==> src/rtl/fpu_pkg.sv <==
// Shared FPU definitions: IEEE-754 single-precision field widths, exponent
// bias and the packed float_t layout {sign, exp, frac}.
package fpu_pkg;

    localparam int EXP_W  = 8;
    localparam int FRAC_W = 23;
    localparam int BIAS   = 127;

    // Exponent of a value whose MSB sits at bit 31 of a 32-bit magnitude.
    localparam logic [EXP_W-1:0] EXP_TOP = EXP_W'(BIAS + 31);

    typedef struct packed {
        logic              sign;
        logic [EXP_W-1:0]  exp;
        logic [FRAC_W-1:0] frac;
    } float_t;

endpackage

==> src/rtl/lzc32.sv <==
// Combinational 32-bit leading-zero counter.
// Ports: a (32-bit operand) -> cnt (0..31, or 32 when a is zero).
module lzc32 (
    input  logic [31:0] a,
    output logic [5:0]  cnt
);

    // Scan upward so the highest set bit makes the final assignment.
    always_comb begin
        cnt = 6'd32;
        for (int i = 0; i < 32; i++) begin
            if (a[i]) begin
                cnt = 6'(31 - i);
            end
        end
    end

endmodule

==> src/rtl/itof_pipe.sv <==
// Pipelined signed int32 -> single-precision converter (fcvt.s.w), RNE.
// Ports: clk, rstn (async low), en (advance), val_in/x1 in; y/val_out out.
// Optional ITOF_INEXACT_EN macro adds the registered 'inexact' flag output.
module itof_pipe
    import fpu_pkg::*;
#(
    parameter int NSTAGE = 2
) (
    input  logic        clk,
    input  logic        rstn,
    input  logic        en,
    input  logic        val_in,
    input  logic [31:0] x1,
    output logic [31:0] y,
`ifdef ITOF_INEXACT_EN
    output logic        inexact,
`endif
    output logic        val_out
);

    // Register B plus any trailing pure-delay registers.
    localparam int ND = NSTAGE - 1;

    // Stage 1: sign/magnitude split and leading-zero count.
    logic [31:0] s1_mag;
    logic [5:0]  s1_lz;

    // 0x80000000 negates to itself, which is exactly 2^31 unsigned.
    assign s1_mag = x1[31] ? (~x1 + 32'd1) : x1;

    lzc32 u_lzc (
        .a   (s1_mag),
        .cnt (s1_lz)
    );

    logic        a_sign;
    logic [31:0] a_mag;
    logic [5:0]  a_lz;
    logic        a_val;

    always_ff @(posedge clk or negedge rstn) begin
        if (!rstn) begin
            a_sign <= 1'b0;
            a_mag  <= '0;
            a_lz   <= '0;
            a_val  <= 1'b0;
        end else if (en) begin
            a_sign <= x1[31];
            a_mag  <= s1_mag;
            a_lz   <= s1_lz;
            a_val  <= val_in;
        end
    end

    // Stage 2: normalise, round to nearest even, pack.
    logic [31:0] norm;
    logic        rnd_up;
    logic [23:0] fsum;
    logic        carry;
    logic        zero;
    float_t      res;

    assign norm   = a_mag << a_lz;
    // Only a zero magnitude leaves the normalised MSB clear.
    assign zero   = ~norm[31];
    assign rnd_up = norm[7] & ((|norm[6:0]) | norm[8]);
    // Carry out of the 23-bit fraction equals carry out of {1, frac}.
    assign fsum   = {1'b0, norm[30:8]} + 24'(rnd_up);
    assign carry  = fsum[23];

    always_comb begin
        res = '0;
        if (!zero) begin
            res.sign = a_sign;
            res.exp  = EXP_TOP - {2'b00, a_lz} + {7'd0, carry};
            res.frac = fsum[22:0];
        end
    end

    float_t p_y [ND];
    logic   p_v [ND];

    always_ff @(posedge clk or negedge rstn) begin
        if (!rstn) begin
            for (int i = 0; i < ND; i++) begin
                p_y[i] <= '0;
                p_v[i] <= 1'b0;
            end
        end else if (en) begin
            p_y[0] <= res;
            p_v[0] <= a_val;
            for (int i = 1; i < ND; i++) begin
                p_y[i] <= p_y[i-1];
                p_v[i] <= p_v[i-1];
            end
        end
    end

    assign y       = p_y[ND-1];
    assign val_out = p_v[ND-1];

`ifdef ITOF_INEXACT_EN
    logic p_x [ND];

    always_ff @(posedge clk or negedge rstn) begin
        if (!rstn) begin
            for (int i = 0; i < ND; i++) begin
                p_x[i] <= 1'b0;
            end
        end else if (en) begin
            p_x[0] <= norm[7] | (|norm[6:0]);
            for (int i = 1; i < ND; i++) begin
                p_x[i] <= p_x[i-1];
            end
        end
    end

    assign inexact = p_x[ND-1];
`endif

endmodule

==> config.mk <==
export PLATFORM = sky130hd
export DESIGN_NAME = itof_pipe
export DESIGN_NICKNAME = d
export VERILOG_FILES = /design/src/rtl/fpu_pkg.sv /design/src/rtl/lzc32.sv /design/src/rtl/itof_pipe.sv
export SDC_FILE = /design/constraint.sdc
export NUM_CORES = 1
export LEC_CHECK = 0
export CAP_MARGIN = 20
export CORE_UTILIZATION = 59
export CTS_CLUSTER_SIZE = 28
export DETAILED_ROUTE_END_ITERATION = 10
export GPL_TIMING_DRIVEN = 0
export PLACE_DENSITY = 0.89
export SKIP_CTS_REPAIR_TIMING = 1
export SYNTH_ARGS = -nofsm -noshare
export SYNTH_HDL_FRONTEND = slang
export SYNTH_SLANG_ARGS = --single-unit
==> constraint.sdc <==
create_clock -name clk -period 4.45 [get_ports clk]
set_input_delay 1.1125 -clock clk [delete_from_list [all_inputs] [get_ports clk]]
set_output_delay 1.1125 -clock clk [all_outputs]
set_load 0.02 [all_outputs]
# [Yosys cells after proc, flatten, opt, wreduce, memory -nomap -nowiden]
# Cells that the tools add are included.
[totals] register_bits=73
[classes] n_addsub=4 shifts=1 muxes=34 bitwise=3 reduce_logical=1
[op_table] operator="6-bit 2-to-1 mux" n=32
[op_table] operator="32-bit 2-to-1 mux" n=2
[op_table] operator="32-bit by 1-bit adder with 32-bit output (second input constant)" n=1
[op_table] operator="32-bit NOT" n=1
[op_table] operator="32-bit by 6-bit left shift with 32-bit output" n=1
[op_table] operator="23-bit by 1-bit adder with 24-bit output" n=1
[op_table] operator="8-bit by 1-bit adder with 8-bit output" n=1
[op_table] operator="8-bit by 6-bit subtractor with 8-bit output (first input constant)" n=1
[op_table] operator="7-bit OR reduction" n=1
[op_table] operator="1-bit AND" n=1
[op_table] operator="1-bit bitwise OR" n=1

# [Logic depth before layout (Yosys ltp)]
[depth] word_depth=35 ltp_mapped=16

# [Hierarchy]
# From an unflattened synthesis, not the netlist that was laid out.
[unflattened] cells_unflattened=700 hier_area_um2=6571.3
[by_module_without_submodules] module="itof_pipe" n_inst=1 cells_each=635 area_per_inst_um2=6203.4
[by_module_without_submodules] module="lzc32" n_inst=1 cells_each=65 area_per_inst_um2=367.9

# [Worst setup path after synthesis]
# Ideal clock, no wire load.
[synth_timing] path_type="in2reg" from="input x1[0]" to="register a_lz[5]" setup_ns=0.096 arrival_ns=3.543 t_required_ns=4.354 path_slack_ns=0.812 path_stages=12 n_path_buf=2 cell_sequence="inv_1 > ha_1 > or4b_1 > buf_2 > or3_1 > buf_2 > o31ai_4 > xor2_2 > nand4_1 > nor3_2 > nand2_1 > o32ai_2"
[synth_via] elab_chain_cells=35
[synth_rtl] element="start, declared" line="itof_pipe.sv:13" source="input logic [31:0] x1,"
[synth_rtl] element="32-bit NOT" line="itof_pipe.sv:29" source="assign s1_mag = x1[31] ? (~x1 + 32'd1) : x1;"
[synth_rtl] element="32-bit by 1-bit adder with 32-bit output" line="itof_pipe.sv:29"
[synth_rtl] element="32-bit 2-to-1 mux *" line="itof_pipe.sv:29"
[synth_rtl] element="6-bit 2-to-1 mux (31 in a row)" line="lzc32.sv:12" source="if (a[i]) begin"
[synth_rtl] element="6-bit 2-to-1 mux *" line="lzc32.sv:12"
[synth_rtl] element="end signal, assigned" line="itof_pipe.sv:50" source="a_lz <= s1_lz;"
[synth_rtl] element="end, declared" line="itof_pipe.sv:38" source="logic [5:0] a_lz;"
# Every way passes the cells marked *; elsewhere a longest branch is shown, timed or not.
# A chain may end at the register's enable or synchronous reset.

# [Final worst setup path]
[layout_timing] from="input x1[0]" to="register a_lz[2]"
# Same word-level chain as after synthesis.

==> results.tsv <==
stage	metric	value	unit
power_and_ir_drop	vdd_drop_max	0.247	mV
grt	grt_pass1_vias	6771	
route	via_count	7129	
power_and_ir_drop	total_power	3.18	mW
route	wl_per_cell	20.5	um
route	viasPerCell	6.71	
critical_path	end_kind	register	
logic_synthesis	ys_ff_latch	73	
die	num_io_pins	69	
route	drt_first_pass_iters	9	
layout	layout.cells.non_filler	1062	
die	start_util	61.0	%
power_and_ir_drop	seq_power_share	28.2	%
grt	grt_first_pass_wirelength	34700	um
logic_synthesis	async_flop_share	100	%
die	std_cell_rows	39	
critical_path	cpMostUsedCell	buf_2	
sta	finalMaxSlewViolations	0	
job	cap_viol_max_count	0	
logic_synthesis	ys_types	83	
clock_tree	path_clk_slew	0.06	ns
critical_path	critPathTopFamily	buffers and inverters	
power_and_ir_drop	clkPwrFrac	25.9	%
route	ant_nets	0	
route	wirelength	21700	um
grt	grt_antenna_before_repair	0	
placement	hpwl	16200	um
grt	overflow	0	
clock_tree	clkSinkCount	73	
critical_path	slowest_stage	clkdlybuf4s50_1	
layout	diodes	0	
route	drcViolationCount	13	
layout	layout_commonest_cell	nor2_1	
logic_synthesis	synthCells	837	
logic_synthesis	avgSynthCellArea	8.40	sq um
logic_synthesis	synth_top_flop_cell	dfrtp_1	
sta	relSlewSlack	40.2	%
clock_tree	cts.path.max_buffers	2	
critical_path	crit_type	in2reg	
placement	port_buffers	61	
critical_path	start_kind	input port	
sta	setup_viol	0	
critical_path	critPathBufInv	4	
layout	fill_cells	875	
clock_tree	clockRootBuffer	clkbuf_16	
sta	setup_tns	0	ns
power_and_ir_drop	p_int	1.97	mW
die	dieHeight	111	um
logic_synthesis	ys.warnings.count	0	
power_and_ir_drop	p_sw_share	38.1	%
clock_tree	numCtsBuffers	9	
critical_path	cp_max_fo	9	
logic_synthesis	synth.cell_area	0.00703	sq mm
placement	gp_congestion	1.01	
layout	drive_above_1_share	13.8	%
sta	finClkSkew	0.00576	ns
critical_path	crit_path_cell_trace	clkdlybuf4s50_1 > inv_1 > ha_2 > or4b_1 > buf_2 > or3_1 > buf_2 > mux2_2 > a32oi_1 > a311oi_1 > o21ai_0 > a21boi_0 > o22ai_1	
logic_synthesis	seq_area_frac_synth	26.0	%
layout	mostFrequentLayoutCells	nor2_1, dfrtp_1, nand2_1, clkdlybuf4s50_1, a21oi_1	
die	die_w	111	um
hold_path	hold_path.class	reg2reg	
layout	fin_util	71.4	%
sta	fin_crit_sh	96.6	%
die	core-area	0.0115	sq mm
grt	grt_max_degree	74	
critical_path	slowest_delay	0.52	ns
clock_tree	clkLatencyLatePin	0.35	ns
sta	timing.fmax	0.233	GHz
sta	worstMarginPinSlew	0.897	ns
route	drt-initial-drc-count	663	
logic_synthesis	synth_nets	877	
status	status	finished with violations	
power_and_ir_drop	comb_power_share	45.9	%
logic_synthesis	synth-edff-count	0	
power_and_ir_drop	switching_power	1.21	mW
layout	area_growth	16.9	%
die	fp.dieArea	0.0124	sq mm
status	violations	DRC	
power_and_ir_drop	power_density	387	mW/mm^2
critical_path	cp.arrival	4.53	ns
critical_path	crit_required	4.69	ns
placement	dp.cells	1041	
sta	finalHoldViolCount	0	
sta	fin_crit	4.30	ns
grt	grt_usage	35.7	%
layout	final_nets	954	
clock_tree	cts_tree	done	
clock_tree	htree_levels	3	
power_and_ir_drop	p_leak	3.12	nW
-- worst register-to-register path: stages, from the launching register on --
cell and delay (ns):
dfrtp_1 0.41, buf_4 0.21, buf_6 0.20, buf_6 0.18, buf_6 0.19, mux2i_1 0.09, o32ai_1 0.41, a41oi_1 0.17
o31ai_2 0.38, o2111ai_2 0.37, nor3_1 0.40, nand4_1 0.16, ha_1 0.23, ha_1 0.21, nand3_1 0.12, nor2_1 0.07
mux2_2 0.26
-- stage by stage --
stage | hold WS (ns) | setup WS, ns | cell area [sq um]
final | 0.506 | 0.151 | 8220
after global routing | 0.528 | -0.0118 | 8220
after CTS | 0.505 | 0.0597 | 8150
after detailed placement | 0.491 | -0.242 | 7820
after global placement | 0.484 | -0.174 | 7820
after floorplan | 0.466 | 0.812 | 7030
-- registers in the layout, summed over array words and instances (netlist names) --
register  count
a_lz          6
a_val         1
val_out       1
y            32
a_sign        1
a_mag        32
-- worst paths after layout --
check                              from  endpoint  slack (ns)  depth (start not counted)
worst max-delay path              x1[0]   a_lz[2]        0.15                         13
worst min-delay path              a_val   val_out        0.51                          1
worst max register to register  a_lz[0]     y[29]        0.28                         16
worst min register to register    a_val   val_out        0.51                          1
max in group asynchronous          rstn  a_mag[8]        2.97                          1
min in group asynchronous          rstn     y[10]        0.87                          1
-- Yosys cell counts, types with 8 or more instances --
| library cell | instances | share of area, % |
|---|---|---|
| inv_1 | 49 | 2.6 |
| a21oi_1 | 53 | 3.8 |
| mux2i_1 | 22 | 3.1 |
| nand2_1 | 64 | 3.4 |
| nand4_1 | 14 | 1.2 |
| dfrtp_1 | 73 | 26 |
| nor4_1 | 10 | 0.89 |
| clkbuf_1 | 41 | 2.2 |
| buf_1 | 8 | 0.43 |
| xnor2_1 | 28 | 3.5 |
| mux2_2 | 34 | 5.4 |
| nand3_1 | 25 | 1.8 |
| xor2_1 | 24 | 3.0 |
| buf_2 | 10 | 0.71 |
| o22ai_1 | 33 | 2.9 |
| nor2_1 | 80 | 4.3 |
| a31oi_1 | 11 | 0.98 |
| or3_1 | 13 | 1.2 |
| o21ai_0 | 32 | 2.3 |
| nand2b_1 | 11 | 0.98 |
| nor3_1 | 22 | 1.6 |
| mux4_2 | 28 | 9.0 |
-- power by group through the flow --
stage	Combinational [mW]	Sequential (mW)	Clock, mW
detailed placement	1.41	0.902	0
global route	1.55	0.911	0.848
floorplan	0.854	0.985	0
global placement	1.40	0.893	0
finish	1.46	0.896	0.824
CTS	1.43	0.892	0.819
-- routing by layer --
layer  track usage (%)  part of all wire (%)
met4              20.7                   4.8
met2              60.4                    49
met1              42.4                    39
met5                 0                     0
met3              6.83                   7.0
-- area by class of cell --
cell class,count,area (sq um),area share [%]
multi-input cells,647,4720,57.5
flip-flops and latches,73,1830,22.2
repair buffers,66,646,7.86
plain buffers,67,317,3.85
clock buffers,11,253,3.08
inverters,50,188,2.28
well taps,143,179,2.18
clock inverters,5,85.1,1.04
-- logic make-up (layout without fill, tap and decap cells) --
logic type,Yosys count,in the layout,share of synthesized area (%)
DFF,73,73,26.0
muxes,84,84,17.6
buffers and inverters,117,199,7.17
and+or+nand+nor,285,285,20.1
xor gates and xnor gates,53,53,6.71
AOI/OAI and AO/OA,221,221,21.8
adders and majority gates,4,4,0.712
Note: power is estimated with default switching activity, not from simulation.
